`src/rtl/alt_pll_pll_if.sv`:
```
// alt_pll_pll_if
//   Bundles the generated clock outputs of alt_pll_pll so the wrapper can
//   pass them around as one port.
//   Signals:
//     c0     - divided clock 0
//     c2     - divided, phase-shifted clock 2
//     locked - high once c0/c2 are running
//   Modports:
//     master - the clock generator (drives all signals)
//     slave  - the consumer (reads all signals)
interface alt_pll_pll_if;
   logic c0;
   logic c2;
   logic locked;

   modport master (output c0, output c2, output locked);
   modport slave  (input  c0, input  c2, input  locked);
endinterface

```
`src/rtl/alt_pll_pll.sv`:
```
// alt_pll_pll
//   Digital stand-in for the vendor PLL. It divides inclk0 into two
//   registered waveforms, c0 and c2, and raises locked after a fixed
//   settle time following reset.
//   Ports:
//     inclk0 - input clock; every register uses its rising edge
//     reset  - synchronous, active-high
//     pll    - alt_pll_pll_if.master carrying c0, c2 and locked
//   Parameters:
//     C0_DIV      - c0 period in inclk0 cycles (>= 2)
//     C2_DIV      - c2 period in inclk0 cycles (>= 2)
//     C2_PHASE    - c2 delay in inclk0 cycles (0 .. C2_DIV-1)
//     LOCK_CYCLES - edges after reset release before locked rises (>= 1)
module alt_pll_pll #(
   parameter int C0_DIV      = 2,
   parameter int C2_DIV      = 4,
   parameter int C2_PHASE    = 0,
   parameter int LOCK_CYCLES = 64
) (
   input  logic          inclk0,
   input  logic          reset,
   alt_pll_pll_if.master pll
);

   // Out-of-range parameters stop elaboration instead of being clamped.
   if (C0_DIV < 2) begin : g_bad_c0_div
      $error("alt_pll_pll: C0_DIV must be 2 or greater");
   end
   if (C2_DIV < 2) begin : g_bad_c2_div
      $error("alt_pll_pll: C2_DIV must be 2 or greater");
   end
   if (C2_PHASE < 0 || C2_PHASE > C2_DIV - 1) begin : g_bad_c2_phase
      $error("alt_pll_pll: C2_PHASE must be in 0 .. C2_DIV-1");
   end
   if (LOCK_CYCLES < 1) begin : g_bad_lock_cycles
      $error("alt_pll_pll: LOCK_CYCLES must be 1 or greater");
   end

   localparam int W0 = $clog2(C0_DIV);
   localparam int W2 = $clog2(C2_DIV);
   localparam int LW = $clog2(LOCK_CYCLES + 1);

   localparam logic [W0-1:0] C0_LAST   = W0'(C0_DIV - 1);
   localparam logic [W0-1:0] C0_HALF   = W0'(C0_DIV / 2);
   localparam logic [W2-1:0] C2_LAST   = W2'(C2_DIV - 1);
   localparam logic [W2-1:0] C2_HALF   = W2'(C2_DIV / 2);
   // Starting cnt2 this far "behind" zero delays every c2 edge by C2_PHASE.
   localparam logic [W2-1:0] C2_START  = W2'((C2_DIV - C2_PHASE) % C2_DIV);
   localparam logic [LW-1:0] LOCK_LAST = LW'(LOCK_CYCLES - 1);

   logic [LW-1:0] lock_cnt_reg;
   logic          locked_reg;
   logic [W0-1:0] cnt0_reg;
   logic [W2-1:0] cnt2_reg;
   logic          c0_reg;
   logic          c2_reg;

   always_ff @(posedge inclk0) begin
      if (reset) begin
         lock_cnt_reg <= '0;
         locked_reg   <= 1'b0;
         cnt0_reg     <= '0;
         cnt2_reg     <= C2_START;
         c0_reg       <= 1'b0;
         c2_reg       <= 1'b0;
      end else if (!locked_reg) begin
         // Settle period: outputs and divider counters are frozen, so no
         // partial pulse can escape before lock.
         lock_cnt_reg <= lock_cnt_reg + LW'(1);
         if (lock_cnt_reg == LOCK_LAST) begin
            locked_reg <= 1'b1;
         end
      end else begin
         // Output compares against the pre-update count; odd divisors
         // therefore spend the extra cycle low.
         c0_reg   <= (cnt0_reg < C0_HALF);
         cnt0_reg <= (cnt0_reg == C0_LAST) ? '0 : cnt0_reg + W0'(1);
         c2_reg   <= (cnt2_reg < C2_HALF);
         cnt2_reg <= (cnt2_reg == C2_LAST) ? '0 : cnt2_reg + W2'(1);
      end
   end

   assign pll.c0     = c0_reg;
   assign pll.c2     = c2_reg;
   assign pll.locked = locked_reg;

endmodule

```
`src/flat_wrapper.sv`:
```
// flat-port wrapper written by rule: the top's interface ports become plain ports
module alt_pll_pll_flat 
#(
   parameter int C0_DIV      = 2,
   parameter int C2_DIV      = 4,
   parameter int C2_PHASE    = 0,
   parameter int LOCK_CYCLES = 64
)
  (inclk0, reset, pll_c0, pll_c2, pll_locked);
  alt_pll_pll_if pll_i ();
  input  logic inclk0;
  input  logic reset;
  output wire logic [$bits(pll_i.c0)-1:0] pll_c0;
  output wire logic [$bits(pll_i.c2)-1:0] pll_c2;
  output wire logic [$bits(pll_i.locked)-1:0] pll_locked;
  assign pll_c0 = pll_i.c0;
  assign pll_c2 = pll_i.c2;
  assign pll_locked = pll_i.locked;
  alt_pll_pll #(.C0_DIV(C0_DIV), .C2_DIV(C2_DIV), .C2_PHASE(C2_PHASE), .LOCK_CYCLES(LOCK_CYCLES)) u_core (.inclk0(inclk0), .reset(reset), .pll(pll_i));
endmodule
```
`config.mk`:
```
export PLATFORM = sky130hd
export DESIGN_NAME = alt_pll_pll_flat
export DESIGN_NICKNAME = d
export VERILOG_FILES = /design/src/rtl/alt_pll_pll_if.sv /design/src/rtl/alt_pll_pll.sv /design/src/flat_wrapper.sv
export SDC_FILE = /design/constraint.sdc
export NUM_CORES = 1
export LEC_CHECK = 0
export CORE_MARGIN = 2
export CORE_UTILIZATION = 30
export CTS_BUF_LIST = sky130_fd_sc_hd__clkbuf_8
export CTS_CLUSTER_SIZE = 14
export DETAILED_ROUTE_END_ITERATION = 6
export SETUP_SLACK_MARGIN = 0.1
export SYNTH_ARGS = -nofsm -noshare
export SYNTH_HDL_FRONTEND = slang
export SYNTH_SLANG_ARGS = --single-unit
export TNS_END_PERCENT = 100
```
`constraint.sdc`:
```
create_clock -name inclk0 -period 1.47 [get_ports inclk0]
set_input_delay 0.294 -clock inclk0 [delete_from_list [all_inputs] [get_ports inclk0]]
set_output_delay 0.294 -clock inclk0 [all_outputs]
set_load 0.005 [all_outputs]
```
==> results.toml, run 1 <==
[critical_path]
cp_max_fo = 3
slowest_stage = "dfxtp_1"
critical_path_class = "reg2reg"
crit_buf_inv = 0
endpoint_kind = "flop"
crit_path_max_incr_delay_ns = 0.39
path_cells = "ha_1, and4_1, a211oi_1, a31o_2"
cp.required_ns = 1.61
start_kind = "flop"
critPathTopFamily = "flip-flops"
cp.arrival_ns = 1.38
r2r_start = "u_core.lock_cnt_reg[0]$_SDFFE_PP0N_"
crit_start = "u_core.lock_cnt_reg[0]$_SDFFE_PP0N_"

[cells_and_area]
seq_area_sq_um = 241.5
drive_gt1_share_pct = 16.95
final_cells = 75
antennaDiodeCount = 0
largest_register_ffs = 7
nNetsFinal = 64
syn_to_final_growth_pct = 24.50
multi_input_area_sq_um = 244.0
fillers = 157

[power]
total_power_mw = 0.7377
pwr-share-comb_pct = 3.8
p_seq_share_pct = 46.4
ir_drop_mv = 0.5617
p_leak_nw = 0.2781
power_density_nw_per_um2 = 1184
switching_share_pct = 20.76
p_clk_share_pct = 49.8
internal_power_mw = 0.5846
p_sw_mw = 0.1531

[die]
dieWidth_microns = 44.85
rows = 14
initial_core_util_pct = 32.47
die_h_microns = 44.85
io_pins = 5
die-area_sq_um = 2011
core_region_area_sq_um = 1541

[cts]
cts_buffers = 3
cts_root_buf = "clkbuf_8"
hold_buffers = 0
cts_tree = "built"
clk_pin_slew_ns = 0.06
cts_buffer_depth = 2
htree_levels = 1
insertion_delay_ns = 0.25
clock_sinks = 12

[detailed_routing]
vias = 354
dr.pass1.iters = 4
routed_wl_microns = 855
avgViaCountPerCell = 4.720
drc = 0
routedWlPerCell_microns = 11.40
drtIter0Drc = 12
drtAntennaViolNets = 0

[global_routing]
grt_pass1_wl_mm = 1.469
grt_pass1_vias = 346
grt_max_degree = 12
grt_overflow = 0
grtUsageTotal_pct = 10.71
antenna_found_initial = 0

[synth]
synth_xor_area_share_pct = 8.750
yosysSeqAreaShare_pct = 48.00
synth_top_family_by_area = "simple AND/OR/NAND/NOR gates"
synth_top_cell_area_share_pct = 48.00
syn-instance-count = 51
ys_warn_count = 0
yosys_register_bits = 12
synthesis.area_sq_um = 500.5
synth_simple_gate_area_share_pct = 20.50
synth_compound_area_share_pct = 6.500
synth_fa_ha_area_share_pct = 5.000
synth_cell_types = 21
synth_nets = 55
ys_top_cells_by_area = "dfxtp_1 48%, nor2_1 9.0%, mux2i_1 8.0%, xor2_1 5.2%, ha_1 5.0%"
synthMuxAreaShare_pct = 8.000
synth.avg_cell_area_sq_um = 9.813
yosys.area.top_type = "dfxtp_1"

[timing]
fin_skew_ns = 0.004223
tightestPinTransition_ns = 0.1964
hold_viol_final = 0
setup_tns_ns = 0
slew_headroom_pct = 86.83
max_freq_mhz = 808.9
rsz0062_at_grt = "false"
finalWorstPathRequiredPeriod_ns = 1.236
period_share_pct = 84.09
whs_ns = 0.5006
finalSetupViolCount = 0
maxSlewViolCount = 0

[min_path]
hold_class = "reg2reg"
min_from = "u_core.pll.c2$_SDFFE_PP0P_"

[placement]
gp_congestion = 0.7141
dp_hpwl_microns = 566.5
post-place-cells = 71
portBuffers = 4

[run]
drv_cap = 0

[run_status]
outcome = "finished, final reports clean"
[cell families after synthesis]
family	Yosys count
multiplexers	4
adder cells (fa/ha/maj)	2
buffers and inverters	4
XOR/XNOR	5
AO/OA/AOI/OAI	5
AND/OR/NAND/NOR	19
flip-flops	12
[repair_timing]
item                                   in CTS  in global routing
endpoints found under the hold margin       0                  0
buffers inserted                            0                  0
setup endpoints to repair                   3                  1
resized for setup                           3                  1
pin swaps                                   0                  0
[Yosys cell counts]
master    number
nand4b_1       1
ha_1           2
a31o_2         1
nand4b_2       1
a21oi_1        1
buf_2          1
a31oi_1        1
xor2_1         3
dfxtp_1       12
mux2i_1        4
nor2b_2        1
and4_1         1
xnor2_1        2
o21ai_0        1
nand2_1        1
buf_1          1
nor2_1        12
or3_1          1
nor2b_1        1
inv_1          2
a211oi_1       1
[area by class of cell]
type                       count  share of cell area, %
multi-input combinational     35                  39.16
inverter                       2                  1.205
clock buffer                   4                  8.835
sequential                    12                  38.76
timing repair buffer           6                  8.835
tap                           16                  3.213
[path summary, 6_finish.rpt]
check	endpoint	slack [ns]	depth (start not counted)
max	u_core.lock_cnt_reg[6]$_SDFFE_PP0N_	0.23	4
min	u_core.pll.c2$_SDFFE_PP0P_	0.50	2
max reg2reg	u_core.lock_cnt_reg[6]$_SDFFE_PP0N_	0.23	4
min reg2reg	u_core.pll.c2$_SDFFE_PP0P_	0.50	2
[worst register-to-register path, cell delays in order, from the launching register on]
cell      delay (ns)
dfxtp_1         0.39
ha_1            0.21
and4_1          0.25
a211oi_1        0.08
a31o_2          0.21
[power by group through the flow]
stage	sequential, mW	clock, mW	combinational [mW]
after global placement	0.348	0	0.0283
after detailed placement	0.349	0	0.0286
final	0.342	0.367	0.0283
after floorplan	0.346	0	0.0195
after global routing	0.343	0.389	0.0322
after CTS	0.342	0.378	0.0289
[per-stage QoR]
stage / setup slack, ns / instance area [sq um] / utilization, %
2_1_floorplan: 0.3274 / 500.5 / -
3_3_place_gp: 0.2876 / 566.8 / 36.77
3_5_place_dp: 0.2554 / 566.8 / 36.77
4_1_cts: 0.08560 / 620.6 / 40.26
5_1_grt: 0.1711 / 623.1 / 40.42
6_report: 0.2338 / 623.1 / 40.42
[per-layer routing]
metal,routed length (microns),vias up,global-route usage (%)
met5,0,-,0
met4,14,0,8.824
met3,46,2,3.600
met2,353,11,15.07
met1,439,154,13.12
li1,-,187,-
[layout by cell type, fill, tap and decap left out]
cell type,count
nor2_1,12
dfxtp_1,11
mux2i_1,4
clkbuf_8,4
xor2_1,3
inv_1,2
xnor2_1,2
ha_1,2
dlygate4sd2_1,2
buf_4,2
nand4b_2,1
and4_1,1
a31oi_1,1
nor2b_2,1
a211oi_1,1
a31o_2,1
nand4b_1,1
nor2b_1,1
nand2_1,1
o21ai_0,1
or3_1,1
a21oi_1,1
clkdlybuf4s50_1,1
dlymetal6s2s_1,1
dfxtp_2,1
Note: power is estimated with default switching activity, not from simulation.
==> inputs of run 2 (changes only) <==
- clock period: 1.47 -> 1.3 ns (I/O delays scaled with it)
==> run 2 against run 1 <==
  * Worst setup slack worse by 0.071 ns
  * Non-clock buffer count rose by 1
  * Clock power fell by 8.7%
  * Total power rose by 2.9%
  * First-iteration DRC count decreased by 75%
  * Die area stayed put
  * Core utilization is 0.081 points higher
  * Clock skew shrank 0.0026 ns
==> results.toml, run 2 (synthesis gave the netlist of run 1 again) <==
[run_status]
outcome = "finished, final reports clean"

[cells_and_area]
syn_to_final_growth_pct = 24.75
fillers = 166
drive_gt1_share_pct = 25.42
final_common_cell = "nor2_1"
multi_input_area_sq_um = 252.7
final_cell_mix = "12 x nor2_1, 9 x dfxtp_1, 4 x mux2i_1"
antennaDiodeCount = 0
largest_register_ffs = 7
seq_area_sq_um = 244.0
nNetsFinal = 65

[critical_path]
endpoint_kind = "flop"
critical_path_class = "reg2reg"
start_kind = "flop"
cp_max_fo = 3
cp.arrival_ns = 1.27
cp.required_ns = 1.43

[power]
pwr-share-comb_pct = 4.9
p_clk_share_pct = 44.2
ir_drop_mv = 0.6432
switching_share_pct = 20.75
p_sw_mw = 0.1574
internal_power_mw = 0.6013
p_leak_nw = 0.2613
p_seq_share_pct = 51.0
power_density_nw_per_um2 = 1215

[detailed_routing]
drtIter0Drc = 3
vias = 377
drtAntennaViolNets = 0
dr.pass1.iters = 4
avgViaCountPerCell = 5.027
routed_wl_microns = 821
drc = 0
routedWlPerCell_microns = 10.95

[cts]
clk_pin_slew_ns = 0.05
cts_setup_buffers = 0
cts_tree = "built"
cts_buffer_depth = 2
clock_sinks = 12
cts_buffers = 3
htree_levels = 1
insertion_delay_ns = 0.24
cts_root_buf = "clkbuf_8"

[placement]
portBuffers = 4
dp_hpwl_microns = 558.4
gp_congestion = 0.7103

[run]
drv_cap = 0

[timing]
tightestPinTransition_ns = 0.1866
finalWorstPathRequiredPeriod_ns = 1.138
max_freq_mhz = 879.1
finalSetupViolCount = 0
setup_tns_ns = 0
period_share_pct = 87.51
whs_ns = 0.4979
maxSlewViolCount = 0
slew_headroom_pct = 87.43
rsz0062_at_grt = "false"
fin_skew_ns = 0.001646
hold_viol_final = 0

[die]
dieWidth_microns = 44.85
die-area_sq_um = 2011
rows = 14
initial_core_util_pct = 32.47
core_region_area_sq_um = 1541
io_pins = 5
die_h_microns = 44.85

[global_routing]
grt_max_degree = 12
grtUsageTotal_pct = 10.36
grt_pass1_wl_mm = 1.386
grt_overflow = 0
grt_pass1_vias = 328
antenna_found_initial = 0

[min_path]
hold_class = "reg2reg"
## run 2: cell count changes in the layout (fill, tap and decap cells not counted)
cell,change
a21oi_1,-1
a21oi_2,+1
and4_1,-1
and4_4,+1
buf_4,+1
clkbuf_8,-1
dfxtp_1,-2
dfxtp_2,+2
dlygate4sd2_1,+1
dlymetal6s2s_1,-1
ha_1,-1
ha_2,+1
## run 2: area by class of cell
cell class	instances	share of cell area (%)
repair buffers	7	9.419
multi-input cells	35	40.48
well taps	16	3.206
flip-flops and latches	12	39.08
clock buffers	3	6.613
inverters	2	1.202
## run 2: layer usage
layer  wire length [microns]  part of all wire [%]  GRT usage, %  vias to the layer above
li1                        -                     -             -                      187
met1                     388                    47         11.30                      180
met2                     366                    45         15.07                        7
met3                      52                   6.3         7.200                        3
met4                      13                   1.6         5.294                        0
met5                       0                     0             0                        -
## run 2: critical path: stages (launching register included)
cell and delay [ns]:
dfxtp_1 0.34, ha_2 0.19, and4_4 0.23, a211oi_1 0.07, a31o_2 0.21
## run 2: stage by stage
| stage | utilization (%) | cell area [sq um] | setup WS, ns | power, mW | instances |
|---|---|---|---|---|---|
| global placement | 37.26 | 574.3 | 0.1462 | 0.4279 | 72 |
| detailed placement | 37.26 | 574.3 | 0.1238 | 0.4288 | 72 |
| floorplan | - | 500.5 | 0.1574 | 0.4138 | 51 |
| finish | 40.50 | 624.3 | 0.1624 | 0.7588 | 75 |
| global route | 40.50 | 624.3 | 0.1009 | 0.7990 | 75 |
| CTS | 39.77 | 613.1 | 0.1172 | 0.7730 | 75 |
## run 2: timing repair
item,CTS,global route
hold buffers,0,0
resized for setup,4,5
setup endpoints to repair,3,2
pin swaps,0,1
## run 2: power groups by stage
stage,clock [mW],combinational [mW],sequential (mW)
after floorplan,0,0.0220,0.392
after global placement,0,0.0358,0.392
after detailed placement,0,0.0362,0.393
after CTS,0.352,0.0364,0.385
after global routing,0.370,0.0425,0.387
final,0.335,0.0369,0.387
## run 2: path summary, 6_finish.rpt
check	slack (ns)	startpoint	cells after the start	to
worst max-delay path	0.16	u_core.lock_cnt_reg[0]$_SDFFE_PP0N_	4	u_core.lock_cnt_reg[6]$_SDFFE_PP0N_
worst min-delay path	0.50	u_core.pll.c2$_SDFFE_PP0P_	2	u_core.pll.c2$_SDFFE_PP0P_
worst max register to register	0.16	u_core.lock_cnt_reg[0]$_SDFFE_PP0N_	4	u_core.lock_cnt_reg[6]$_SDFFE_PP0N_
worst min register to register	0.50	u_core.pll.c2$_SDFFE_PP0P_	2	u_core.pll.c2$_SDFFE_PP0P_
==> inputs of run 3 (changes only) <==
- ABC_CLOCK_PERIOD_IN_PS: not set -> 1300
- CORE_AREA: not set -> 2 2 39 41
- CORE_MARGIN: 2 -> not set
- CORE_UTILIZATION: 30 -> not set
- DIE_AREA: not set -> 0 0 41 43
- SKIP_LAST_GASP: not set -> 1
==> run 3 against run 2 <==
  * Die area is 12% lower
  * Combinational power is 5.7% higher
  * Cell count is 6.7% higher
  * Sequential power hardly changed
  * Hold slack worse by 0.0015 ns
  * Core utilization is 8.0 points higher
  * Sequential share of layout area is 2.9 points lower
  * Routed wire length is 6.1% lower
  * Clock-buffer cell count is 1 higher
  * Via count is 1.6% lower
  * Non-clock buffer count is 4 higher
  * Flip-flop and latch count stayed put
==> results.toml, run 3 (synthesis gave the netlist of run 1 again) <==
[cts]
cts_tree = "built"
clk_pin_slew_ns = 0.05
cts_buffer_depth = 2
clock_sinks = 12
htree_levels = 1
cts_buffers = 3
insertion_delay_ns = 0.24
cts_root_buf = "clkbuf_8"

[timing]
hold_viol_final = 0
fin_skew_ns = 0.0007584
tightestPinTransition_ns = 0.1986
max_freq_mhz = 849.8
setup_tns_ns = 0
maxSlewViolCount = 0
period_share_pct = 90.52
slew_headroom_pct = 86.62
finalWorstPathRequiredPeriod_ns = 1.177
finalSetupViolCount = 0
setup_ws_ns = 0.1232
rsz0062_at_grt = "true"

[detailed_routing]
drtIter0Drc = 3
drtAntennaViolNets = 0
dr.pass1.iters = 2
routed_wl_microns = 771
drc = 0
avgViaCountPerCell = 4.638
vias = 371
routedWlPerCell_microns = 9.638

[placement]
gp_congestion = 0.6521
dp_slack_ns = 0.09638
dp_hpwl_microns = 544.7
portBuffers = 4

[cells_and_area]
final_cell_mix = "12 x nor2_1, 10 x dfxtp_1, 7 x buf_4"
drive_gt1_share_pct = 29.69
fillers = 131
nNetsFinal = 69
seq_area_sq_um = 242.7
largest_register_ffs = 7
multi_input_area_sq_um = 252.7
syn_to_final_growth_pct = 34.00
antennaDiodeCount = 0
final_common_cell = "nor2_1"

[global_routing]
grt_pass1_vias = 361
grt-busiest-layer = "met2"
grt_max_degree = 8
antenna_found_initial = 0
grtUsageTotal_pct = 13.02
met3_usage_pct = 7.853
grt_util_met2_pct = 16.88
grt_pass1_wl_mm = 1.442
grt.met1_usage_pct = 14.71
grt_overflow = 0

[power]
p_seq_share_pct = 46.3
p_sw_mw = 0.1654
p_leak_nw = 0.3031
power_density_nw_per_um2 = 1240
p_clk_share_pct = 49.0
ir_drop_mv = 0.7994
pwr-share-comb_pct = 4.7
switching_share_pct = 19.88
internal_power_mw = 0.6665

[critical_path]
path_cells = "buf_4, nand4b_2, or3_1, a21oi_2"
crit_path_max_incr_delay_ns = 0.34
crit_buf_inv = 1
slowest_stage = "or3_1"
cp.required_ns = 1.48
endpoint_kind = "flop"
critPathTopFamily = "simple AND/OR/NAND/NOR gates"
start_kind = "flop"
cp_max_fo = 4
cp.arrival_ns = 1.36
critical_path_class = "reg2reg"

[die]
initial_core_util_pct = 36.17
die-area_sq_um = 1763
core_region_area_sq_um = 1384
io_pins = 5
die_h_microns = 43
rows = 14
dieWidth_microns = 41

[run_status]
outcome = "finished, final reports clean"

[min_path]
hold_class = "reg2reg"

[run]
drv_cap = 0
run 3: through the flow:
stage                     total power, mW  area [sq um]  hold WS (ns)  std cells  util, %
after detailed placement           0.4308         596.8        0.4759         75    43.13
after global placement             0.4302         596.8        0.4731         75    43.13
after floorplan                    0.4138         500.5        0.3291         51        -
final                              0.8319         670.6        0.4965         80    48.46
after global routing               0.8701         670.6        0.5253         80    48.46
after CTS                          0.8479         658.1        0.4864         80    47.56
run 3: metal layers:
metal	vias to the layer above	routed length [microns]
li1	197	-
met1	164	376
met2	7	322
met3	3	49
met4	0	22
met5	-	0
run 3: layout make-up:
type / instances / area share, %
clock buffer: 4 / 8.209
sequential: 12 / 36.19
timing repair buffer: 11 / 13.81
multi-input combinational: 35 / 37.69
tap: 16 / 2.985
inverter: 2 / 1.119
run 3: worst paths after layout:
path                           startpoint  slack, ns  cells past startpoint                             endpoint
min            u_core.pll.c0$_SDFFE_PP0P_       0.50                      2           u_core.pll.c0$_SDFFE_PP0P_
min reg2reg    u_core.pll.c0$_SDFFE_PP0P_       0.50                      2           u_core.pll.c0$_SDFFE_PP0P_
max reg2reg  u_core.pll.locked$_SDFF_PP0_       0.12                      4  u_core.lock_cnt_reg[5]$_SDFFE_PP0N_
max          u_core.pll.locked$_SDFF_PP0_       0.12                      4  u_core.lock_cnt_reg[5]$_SDFFE_PP0N_
run 3: repair_timing:
item / CTS / global route
cloned: 0 / 0
hold buffers: 0 / 0
resized for setup: 3 / 5
pin swaps: 1 / 2
buffers inserted: 1 / 0
setup endpoints to repair: 4 / 3
run 3: power by group through the flow:
stage | Clock, mW | Combinational [mW] | Sequential (mW)
2_1_floorplan | 0 | 0.0220 | 0.392
3_3_place_gp | 0 | 0.0381 | 0.392
3_5_place_dp | 0 | 0.0386 | 0.392
4_1_cts | 0.425 | 0.0389 | 0.384
5_1_grt | 0.438 | 0.0450 | 0.387
6_report | 0.407 | 0.0390 | 0.386
run 3: worst reg2reg max path: stages, from the launching register on:
cell and delay, ns:
dfxtp_2 0.31, buf_4 0.13, nand4b_2 0.22, or3_1 0.34, a21oi_2 0.11
